==> src/rtl/ws2812_enc.sv <==
// WS2812 NRZ line encoder with a one-deep pending bit slot.
// Turns single-cycle bit strobes into timed high/low pulses on the LED data line.
module ws2812_enc #(
    parameter logic [15:0] T0H = 16'd80,
    parameter logic [15:0] T0L = 16'd170,
    parameter logic [15:0] T1H = 16'd160,
    parameter logic [15:0] T1L = 16'd90
) (
    input  logic clk_in,
    input  logic rst_in,
    input  logic bit_rdy_in,
    input  logic bit_data_in,
    output logic bit_done_out,
    output logic busy_out,
    output logic ovf_out,
    output logic data_out
);

    typedef enum logic [1:0] {IDLE, HIGH, LOW} state_e;

    state_e      state_q, state_d;
    logic [15:0] cnt_q, cnt_d;
    logic        cur_q, cur_d;
    logic        pvld_q, pvld_d;
    logic        pbit_q, pbit_d;
    logic        ovf_q, ovf_d;
    logic        done_q, done_d;
    logic        busy_q, busy_d;
    logic        dout_q, dout_d;
    logic        load, load_bit, stash;

    always_comb begin
        state_d  = state_q;
        cnt_d    = cnt_q;
        cur_d    = cur_q;
        pvld_d   = pvld_q;
        pbit_d   = pbit_q;
        ovf_d    = ovf_q;
        load     = 1'b0;
        load_bit = 1'b0;
        stash    = 1'b0;
        unique case (state_q)
            IDLE: begin
                if (bit_rdy_in) begin
                    load     = 1'b1;
                    load_bit = bit_data_in;
                end
            end
            HIGH: begin
                stash = bit_rdy_in;
                if (cnt_q == 16'd0) begin
                    state_d = LOW;
                    cnt_d   = cur_q ? T1L - 16'd1 : T0L - 16'd1;
                end else begin
                    cnt_d = cnt_q - 16'd1;
                end
            end
            LOW: begin
                if (cnt_q != 16'd0) begin
                    stash = bit_rdy_in;
                    cnt_d = cnt_q - 16'd1;
                end else if (pvld_q) begin
                    // pending bit goes first; a coincident strobe refills the slot
                    load     = 1'b1;
                    load_bit = pbit_q;
                    pvld_d   = bit_rdy_in;
                    if (bit_rdy_in) pbit_d = bit_data_in;
                end else if (bit_rdy_in) begin
                    load     = 1'b1;
                    load_bit = bit_data_in;
                end else begin
                    state_d = IDLE;
                end
            end
            default: state_d = IDLE;
        endcase
        if (stash) begin
            if (pvld_q) begin
                ovf_d = 1'b1;
            end else begin
                pvld_d = 1'b1;
                pbit_d = bit_data_in;
            end
        end
        if (load) begin
            state_d = HIGH;
            cur_d   = load_bit;
            cnt_d   = load_bit ? T1H - 16'd1 : T0H - 16'd1;
        end
        dout_d = (state_d == HIGH);
        done_d = (state_d == LOW) && (cnt_d == 16'd0);
        busy_d = (state_d != IDLE) || pvld_d;
    end

    always_ff @(posedge clk_in or posedge rst_in) begin
        if (rst_in) begin
            state_q <= IDLE;
            cnt_q   <= 16'd0;
            cur_q   <= 1'b0;
            pvld_q  <= 1'b0;
            pbit_q  <= 1'b0;
            ovf_q   <= 1'b0;
            done_q  <= 1'b0;
            busy_q  <= 1'b0;
            dout_q  <= 1'b0;
        end else begin
            state_q <= state_d;
            cnt_q   <= cnt_d;
            cur_q   <= cur_d;
            pvld_q  <= pvld_d;
            pbit_q  <= pbit_d;
            ovf_q   <= ovf_d;
            done_q  <= done_d;
            busy_q  <= busy_d;
            dout_q  <= dout_d;
        end
    end

    assign bit_done_out = done_q;
    assign busy_out     = busy_q;
    assign ovf_out      = ovf_q;
    assign data_out     = dout_q;

endmodule

==> config.mk <==
export PLATFORM = sky130hd
export DESIGN_NAME = ws2812_enc
export DESIGN_NICKNAME = d
export VERILOG_FILES = /design/src/rtl/ws2812_enc.sv
export SDC_FILE = /design/constraint.sdc
export NUM_CORES = 1
export LEC_CHECK = 0
export ABC_CLOCK_PERIOD_IN_PS = 2670
export BUFFER_PORTS_ARGS = -buffer_cell sky130_fd_sc_hd__buf_2
export CAP_MARGIN = 10
export CORE_UTILIZATION = 40
export CTS_BUF_LIST = sky130_fd_sc_hd__clkbuf_8
export CTS_CLUSTER_DIAMETER = 50
export CTS_CLUSTER_SIZE = 10
export DETAILED_ROUTE_END_ITERATION = 12
export GPL_TIMING_DRIVEN = 1
export SYNTH_ARGS = -nofsm -noshare
export SYNTH_HDL_FRONTEND = slang
export SYNTH_SLANG_ARGS = --single-unit
export TNS_END_PERCENT = 5
==> constraint.sdc <==
create_clock -name clk_in -period 2.67 [get_ports clk_in]
set_input_delay 0.1335 -clock clk_in [delete_from_list [all_inputs] [get_ports clk_in]]
set_output_delay 0.1335 -clock clk_in [all_outputs]
set_load 0.01 [all_outputs]
==> run summary, run 1 <==
Status: complete, but fails checks
Violated checks: negative setup slack
Simple-gate portion of the synthesized area: 0.264
Core area: 3740 µm²
Leakage: 0.860 nW
Comb power frac: 0.622
Mux cell area share after synthesis: 0.0203
Number of global-route vias before repair: 1529
Seq/Total Area, Yosys: 0.391
DR iter-0 viols: 123
Total GRT Usage: 0.226
XOR/XNOR Fraction of Synth Area: 0.0329
Clock power share: 0.115
Placer congestion estimate: 0.950
CTS Buffer Depth: 2
Switching Fraction: 0.426
Final period util: 1.04
Count of cell types in the netlist: 51
Net Switching: 0.000865 W
Final WL: 4.45 mm
Clk slew on worst S/H paths: 100 ps
Ys Warns: 0
Synthesized flop and latch total: 25
Crit path top cell by count: or4_4
Vias per inst: 5.91
Root Driver: clkbuf_8
Slew margin rel.: 0.354
Max VDD drop: 625 µV
Share of post-route cells with drive strength above 1: 0.296
Grt ovf: 0
Die H: 65.2 µm
Placed insts: 251
P_int: 0.00117 W
Final setup fails: 1
Crit path buf inv count: 1
Largest area contributor in the netlist: dfrtp_1
Chip Width: 65.2 µm
Max Clk Rate: 361 MHz
Final Net Count: 224
Largest net degree at the start of global routing: 26
Hold Path Class: primary input to async pin
Critical Path RT: 2860 ps
Initial core utilization: 0.427
Post-synth EDFFs: 0
CP peak stage delay: 540 ps
Synth Instances: 178
Drt drc: 0
Largest family of logic cells by synthesized area: simple AND/OR/NAND/NOR gates
Post-synth top area share: 0.391
Critical path startpoint category: flop
Fin cells: 261
RSZ-0062 raised after global routing: yes
Met1 Usage GRT: 0.288
Io pins: 8
Final hold violations: 0
GR Util met2: 0.378
Crit-path cells: or4_4 -> and4b_2 -> inv_4 -> ha_4 -> a22oi_2 -> a21oi_2 -> nor2_2 -> nand2_1 -> or4_4 -> nor4_4
Cell area power density: 1010 nW/µm²
GRT met3 Usage: 0.0573
CTS buffer count: 3
Slowest stage cell, crit path: or4_4
Max-cap violations: 0
Adder-Cell Fraction of Synth Area: 0.0469
CP Capture Type: flop
Post-route antenna net violation count: 0
Least-Margin Pin Slew: 967 ps
Worst-skew pair later-pin latency: 280 ps
Mapped Area: 1600 µm²
Synth Area in Compound Gates: 0.197
H-tree depth: 1
Number of diodes: 0
Clock Skews: 10.1 ps
Top FF cell, synth: dfrtp_1
Gr busiest metal: met2
Commonest non-fill, non-tap cell in the layout: buf_4
HPWL Detailed: 3.21 mm
Die area: 4250 µm²
Final Critical Period: 2770 ps
Area Growth Syn to Fin: 26.0%
Row cnt: 22
Largest cells by area after synthesis: dfrtp_1 (39%), ha_1 (4.7%), nand2_1 (3.5%)
First-pass GRT wire length: 7.27 mm
DR WL/cell: 17.1 µm
Pre-Repair DR Iteration Count: 4
Setup TNS Final: -103 ps
Sequential Power Share: 0.263
Most frequent cells in the layout: buf_4 (31), dfrtp_1 (25), nand2_1 (15), nor2_1 (13)
Syn Nets: 188
Worst setup margin: -103 ps
Asr flop ratio synth: 1.00
Sink Count: 25
Top delay family on crit path: simple AND/OR/NAND/NOR gates
Vias after detailed routing: 1542
CTS tree: built
Critical Path AT: 2970 ps
Crit Path Max Fanout: 6
Worst setup path class: flop to flop
Port Buffer Count: 7
Avg Cell Area, Syn: 8.98 µm²
Initial antenna violation count: 0
Slew Viols, Final: 0
flip-flops by register name (all words and copies together) (netlist names):
| register | flops |
|---|---|
| cnt_q | 16 |
| state_q | 2 |
| bit_done_out | 1 |
| busy_out | 1 |
| cur_q | 1 |
| data_out | 1 |
| ovf_out | 1 |
| pbit_q | 1 |
| pvld_q | 1 |
worst paths after layout:
kind                        startpoint            to  slack (ps)  depth (start not counted)
setup / recovery              cnt_q[5]  bit_done_out        -100                         10
hold / removal                  rst_in     cnt_q[13]          60                          2
setup reg to reg              cnt_q[5]  bit_done_out        -100                         10
hold reg to reg                ovf_out       ovf_out         470                          1
max in group asynchronous       rst_in      cnt_q[8]        2010                          2
min in group clk_in        bit_data_in        pbit_q         130                          2
power by group through the flow:
stage	Clock (W)	Combinational, W	Sequential (W)
after global routing	0.000254	0.00136	0.000546
final	0.000234	0.00126	0.000535
after floorplan	0	0.000635	0.000554
after CTS	0.000240	0.00113	0.000529
after detailed placement	0	0.00104	0.000536
after global placement	0	0.00104	0.000533
worst reg2reg max path, delay by kind of cell, from the launching register on:
kind / cells / cell delay [ps]
compound gates: 2 / 270
fa+ha+maj: 1 / 220
buf+inv: 1 / 70
flops: 1 / 390
simple gates: 6 / 1730
synth_stat cells, types with 5 or more instances:
cell,count
nor3_1,6
a21oi_1,10
nand3_1,5
nand2_1,15
ha_1,6
nor4_1,5
dfrtp_1,25
clkbuf_1,6
nor2_1,14
inv_1,9
o21ai_0,9
area by class of cell:
class / count / area, µm²
clock buffers: 3 / 41.3
clock inverters: 1 / 5.00
fillers: 334 / 1730
inverters: 10 / 40.0
multi-input cells: 135 / 963
flip-flops and latches: 25 / 626
well taps: 48 / 60.1
repair buffers: 39 / 279
cell families after synthesis:
logic type,Yosys count
buf+inv,18
flops,25
fa+ha+maj,6
compound gates,45
simple gates,75
xor+xnor,6
mux,3
what timing repair did:
| action | CTS | global route |
|---|---|---|
| pin swaps | 1 | 4 |
| resized for setup | 1 | 12 |
| setup endpoints to repair | 1 | 2 |
| hold endpoints to repair | 0 | 0 |
| hold buffers | 0 | 0 |
| buffers inserted | 5 | 1 |
layer usage:
layer | vias up | wire [µm]
met2 | 48 | 2230
met1 | 767 | 1970
met4 | 0 | 63
met3 | 6 | 193
met5 | - | 0
li1 | 721 | -
per-stage QoR:
stage                     setup slack, ps  power [W]  utilization  cell area [µm²]  hold slack (ps)
after floorplan                     -54.2    0.00119            -             1610              161
after global placement               41.0    0.00157        0.496             1860              380
final                                -103    0.00203        0.538             2010             62.9
after global routing                 -201    0.00216        0.538             2010              124
after CTS                           -52.3    0.00190        0.522             1950              108
after detailed placement            -51.9    0.00158        0.496             1860              408
Note: power is estimated with default switching activity, not from simulation.
==> run 2: changes to the inputs <==
--- a/config.mk
+++ b/config.mk
@@ -8,12 +8,13 @@
 export ABC_CLOCK_PERIOD_IN_PS = 2670
 export BUFFER_PORTS_ARGS = -buffer_cell sky130_fd_sc_hd__buf_2
 export CAP_MARGIN = 10
-export CORE_UTILIZATION = 40
+export CORE_UTILIZATION = 52
 export CTS_BUF_LIST = sky130_fd_sc_hd__clkbuf_8
 export CTS_CLUSTER_DIAMETER = 50
 export CTS_CLUSTER_SIZE = 10
 export DETAILED_ROUTE_END_ITERATION = 12
 export GPL_TIMING_DRIVEN = 1
+export PLACE_DENSITY = 0.72
 export SYNTH_ARGS = -nofsm -noshare
 export SYNTH_HDL_FRONTEND = slang
 export SYNTH_SLANG_ARGS = --single-unit
==> run 2 against run 1 <==
Against the previous run:
- the run still ends with negative setup slack left
- non-clock buffer count up 1
- sequential power up 2%
- cell count down 6.1%
- sequential cell count unchanged
- total power up 1.7%
- via count down 2.1%
- design area up 2.0%
- core utilization up 19 points
- clock skew down 5.6 ps
- hold slack better by 9.2 ps
- routed wire length down 2.1%
- critical path type unchanged
- critical endpoint unchanged
==> run summary, run 2 (synthesized netlist as in run 1, its figures left out) <==
CP Capture Type: flop
DR WL/cell: 17.8 µm
Fin util: 0.727
Biggest register: cnt_q
Final hold violations: 0
Pre-Repair DR Iteration Count: 5
Fin area: 2060 µm²
Leakage: 0.878 nW
Worst setup margin: -57.5 ps
Root Driver: clkbuf_8
Least-Margin Pin Slew: 978 ps
Hold Slack: 72.2 ps
Placer congestion estimate: 0.961
Placed insts: 230
Final WL: 4.36 mm
Flop2flop setup slack: -60 ps
Fin cells: 245
Critical Path RT: 2850 ps
Drt drc: 0
Chip Width: 57.5 µm
Largest register FFs: 16
Final setup fails: 1
DP Worst Slack: -42.5 ps
Final period util: 1.02
Critical path startpoint category: flop
HPWL Detailed: 2.98 mm
Cell area power density: 1000 nW/µm²
Max VDD drop: 599 µV
Io pins: 8
Die H: 57.5 µm
Vias per inst: 6.16
Crit Path Max Fanout: 4
Slew Viols, Final: 0
Violated checks: negative setup slack
Initial core utilization: 0.565
Crit Reg-Reg Endpoint: bit_done_out
Status: complete, but fails checks
Most frequent cells in the layout: buf_4 (28), dfrtp_1 (25), nand2_1 (14), nor2_1 (13), inv_1 (9)
Port Buffer Count: 7
DR iter-0 viols: 84
Initial antenna violation count: 0
RR Startpoint: cnt_q[5]
CTS buffer count: 3
Grt ovf: 0
Sink Count: 25
Slew margin rel.: 0.347
Clk slew on worst S/H paths: 90 ps
RSZ-0062 raised after global routing: yes
CTS tree: built
Critical Path AT: 2910 ps
Row cnt: 19
First-pass GRT wire length: 7.26 mm
Area Growth Syn to Fin: 28.6%
Total GRT Usage: 0.295
Number of diodes: 0
Final Net Count: 225
Placed cell area: 1810 µm²
Post-route antenna net violation count: 0
Worst-skew pair later-pin latency: 270 ps
Vias after detailed routing: 1510
R2R cell count: 9
H-tree depth: 1
Final Critical Period: 2730 ps
Share of post-route cells with drive strength above 1: 0.350
Worst setup path class: flop to flop
Largest net degree at the start of global routing: 26
Die area: 3300 µm²
Top Registers: cnt_q x16, state_q x2
Max-cap violations: 0
Number of global-route vias before repair: 1471
Commonest non-fill, non-tap cell in the layout: buf_4
Clock Skews: 4.44 ps
Max Clk Rate: 367 MHz
CTS Buffer Depth: 2
Hold Path Class: primary input to async pin
Core area: 2830 µm²
## run 2: where the power goes
part | total, W | internal, W | switching, W | leakage, nW
clock | 0.000235 | 0.000106 | 0.000129 | 0.0217
combinational | 0.00128 | 0.000610 | 0.000672 | 0.545
sequential | 0.000548 | 0.000471 | 0.0000773 | 0.311
## run 2: worst max path at each step
stage	start	to	cells after the start
after floorplan	cnt_q[5]	bit_done_out	11
after global routing	cnt_q[5]	bit_done_out	9
after global placement	cnt_q[3]	bit_done_out	8
final	cnt_q[5]	bit_done_out	9
after detailed placement	cnt_q[5]	bit_done_out	8
after CTS	cnt_q[2]	bit_done_out	10
## run 2: final cells by class
class / count / area [µm²]
Clock buffer: 3 / 41.3
Clock inverter: 1 / 7.51
Fill cell: 217 / 773
Inverter: 10 / 37.5
Multi-Input combinational cell: 135 / 1000
Sequential cell: 25 / 626
Tap cell: 31 / 38.8
Timing Repair Buffer: 40 / 302
## run 2: layer usage
layer	vias up	GRT usage	wire, µm	part of all wire
met5	-	0	0	0
met1	717	0.403	1880	0.43
met3	12	0.0295	312	0.072
met2	59	0.472	2040	0.47
met4	0	0.136	131	0.030
li1	722	-	-	-
## run 2: stage by stage
step	setup TNS, ps	total power (W)
6_report	-57.5	0.00206
3_3_place_gp	-24.6	0.00156
5_1_grt	-103	0.00219
2_1_floorplan	-54.2	0.00119
3_5_place_dp	-42.5	0.00157
4_1_cts	-23.0	0.00195
## run 2: worst max-delay path, cell delays in order, from the launching register on
cell and delay, ps:
dfrtp_1 400, or4_4 540, and4b_2 340, inv_2 70, buf_6 130, and2_4 170, o21ai_4 150, nor2_1 90
or4b_4 530, nor4_2 230
## run 2: repair_timing
| item | in CTS | in global routing |
|---|---|---|
| setup endpoints to repair | 1 | 2 |
| pin swaps | 10 | 12 |
| hold buffers | 0 | 0 |
| resized for setup | 13 | 15 |
| hold endpoints to repair | 0 | 0 |
| setup buffers | 8 | 4 |
| gates cloned | 0 | 0 |
==> run 3: changes to the inputs <==
--- a/config.mk
+++ b/config.mk
@@ -5,16 +5,15 @@
 export SDC_FILE = /design/constraint.sdc
 export NUM_CORES = 1
 export LEC_CHECK = 0
-export ABC_CLOCK_PERIOD_IN_PS = 2670
+export ABC_CLOCK_PERIOD_IN_PS = 3500
 export BUFFER_PORTS_ARGS = -buffer_cell sky130_fd_sc_hd__buf_2
-export CAP_MARGIN = 10
 export CORE_UTILIZATION = 52
 export CTS_BUF_LIST = sky130_fd_sc_hd__clkbuf_8
 export CTS_CLUSTER_DIAMETER = 50
 export CTS_CLUSTER_SIZE = 10
 export DETAILED_ROUTE_END_ITERATION = 12
 export GPL_TIMING_DRIVEN = 1
-export PLACE_DENSITY = 0.72
+export PLACE_DENSITY = 0.69
 export SYNTH_ARGS = -nofsm -noshare
 export SYNTH_HDL_FRONTEND = slang
 export SYNTH_SLANG_ARGS = --single-unit
==> constraint.sdc (replaced) <==
create_clock -name clk_in -period 3.5 [get_ports clk_in]
set_input_delay 0.175 -clock clk_in [delete_from_list [all_inputs] [get_ports clk_in]]
set_output_delay 0.175 -clock clk_in [all_outputs]
set_load 0.01 [all_outputs]
==> run 3 against run 2 <==
Against the previous run:
- the run ends with design-rule violations left
- via count decreased by 10%
- largest power group unchanged
- total power decreased by 40%
- critical endpoint unchanged
- maximum frequency decreased by 13%
- global-route usage decreased by 4.3 points
- die area unchanged
==> run summary, run 3 (synthesized netlist as in run 1, its figures left out) <==
Die H: 57.5 µm
Critical Path AT: 3320 ps
Share of post-route cells with drive strength above 1: 0.125
HPWL Detailed: 2.69 mm
Number of diodes: 0
Core area: 2830 µm²
Sequential Power Share: 0.355
Chip Width: 57.5 µm
Post-cts sizing count: 0
CTS tree: built
Critical Path RT: 3680 ps
Max VDD drop: 381 µV
Largest net degree at the start of global routing: 26
Worst setup margin: 362 ps
Final period util: 0.897
Root Driver: clkbuf_8
Critical path startpoint category: flop
Comb power frac: 0.508
Most frequent cells in the layout: dfrtp_1 (25), nand2_1 (15), nor2_1 (14), inv_1 (10), a21oi_1 (10)
Largest register FFs: 16
Crit Reg-Reg Endpoint: bit_done_out
Top Registers: cnt_q x16, state_q x2
Max-cap violations: 0
Io pins: 8
Area Growth Syn to Fin: 6.42%
Max Clk Rate: 319 MHz
Biggest register: cnt_q
Final WL: 3.60 mm
Vias after detailed routing: 1355
Initial antenna violation count: 0
Slew margin rel.: 0.379
Worst-skew pair later-pin latency: 270 ps
DP Worst Slack: 393 ps
Clk slew on worst S/H paths: 80 ps
Grt ovf: 0
Pre-Repair DR Iteration Count: 8
P_int: 0.000688 W
Status: complete, but fails checks
Cell area power density: 726 nW/µm²
Final Net Count: 195
Port Buffer Count: 7
Commonest non-fill, non-tap cell in the layout: dfrtp_1
Final hold violations: 0
DR iter-0 viols: 48
Sink Count: 25
Worst setup path start: cnt_q[0]
Number of global-route vias before repair: 1280
DR WL/cell: 16.7 µm
Die area: 3300 µm²
H-tree depth: 1
Violated checks: design-rule violations
Flop2flop setup slack: 360 ps
Switching Fraction: 0.444
Row cnt: 19
CP Capture Type: flop
Least-Margin Pin Slew: 931 ps
Slew Viols, Final: 0
Drt drc: 1
Leakage: 0.708 nW
Post-route antenna net violation count: 0
Setup TNS Final: 0 ps
Net Switching: 0.000548 W
Clock Skews: 3.08 ps
CTS buffer count: 3
Final Critical Period: 3140 ps
Initial core utilization: 0.565
Worst setup path class: flop to flop
Total GRT Usage: 0.252
Setup bufs post-CTS: 0
R2R cell count: 12
Vias per inst: 6.30
RSZ-0062 raised after global routing: no
Critical Path End: bit_done_out
Hold Path Class: primary input to async pin
Placer congestion estimate: 0.966
RR Startpoint: cnt_q[0]
Clock power share: 0.137
Crit Path Max Fanout: 12
Hold Slack: 95.2 ps
Hold_buf cts: 0
First-pass GRT wire length: 6.30 mm
CTS Buffer Depth: 2
Final setup fails: 0
[run 3: critical path: stages, from the launching register on]
cell and delay, ps:
dfrtp_1 440, inv_1 80, ha_1 250, nor4b_1 320, and4b_1 400, inv_2 170, ha_1 310, a22oi_1 160
a21oi_1 90, nor2_1 130, nand2_1 70, or4_1 420, nor4_2 220
[run 3: area by class of cell]
class | count | area (µm²)
well taps | 31 | 38.8
multi-input cells | 135 | 897
fillers | 251 | 1130
inverters | 10 | 37.5
clock inverters | 1 | 3.75
clock buffers | 3 | 41.3
flip-flops and latches | 25 | 626
repair buffers | 10 | 57.6
[run 3: worst min path at each step]
stage           startpoint      endpoint  slack [ps]
3_3_place_gp        rst_in    state_q[0]         430
5_1_grt        bit_data_in        pbit_q         180
3_5_place_dp        rst_in      data_out         440
6_report            rst_in    state_q[1]         100
4_1_cts             rst_in        pvld_q         140
2_1_floorplan       rst_in  bit_done_out         200
[run 3: power by group through the flow]
stage | logic [W] | clock network [W] | registers, W
floorplan | 0.000483 | 0 | 0.000422
global placement | 0.000618 | 0 | 0.000436
detailed placement | 0.000621 | 0 | 0.000441
CTS | 0.000626 | 0.000176 | 0.000436
global route | 0.000696 | 0.000184 | 0.000450
finish | 0.000628 | 0.000169 | 0.000439
[run 3: per-layer routing]
metal  global-route usage  vias up  part of all wire
met5                    0        -                 0
met4                0.108        0             0.025
met3               0.0204       10             0.041
met2                0.357       41              0.44
met1                0.392      641              0.49
li1                     -      663                 -
[run 3: through the flow]
stage | instance area (µm²) | power [W] | cells | util
final | 1700 | 0.00124 | 215 | 0.602
after global routing | 1700 | 0.00133 | 215 | 0.602
after CTS | 1700 | 0.00124 | 215 | 0.602
after detailed placement | 1660 | 0.00106 | 211 | 0.586
after global placement | 1660 | 0.00105 | 211 | 0.586
after floorplan | 1600 | 0.000905 | 178 | -
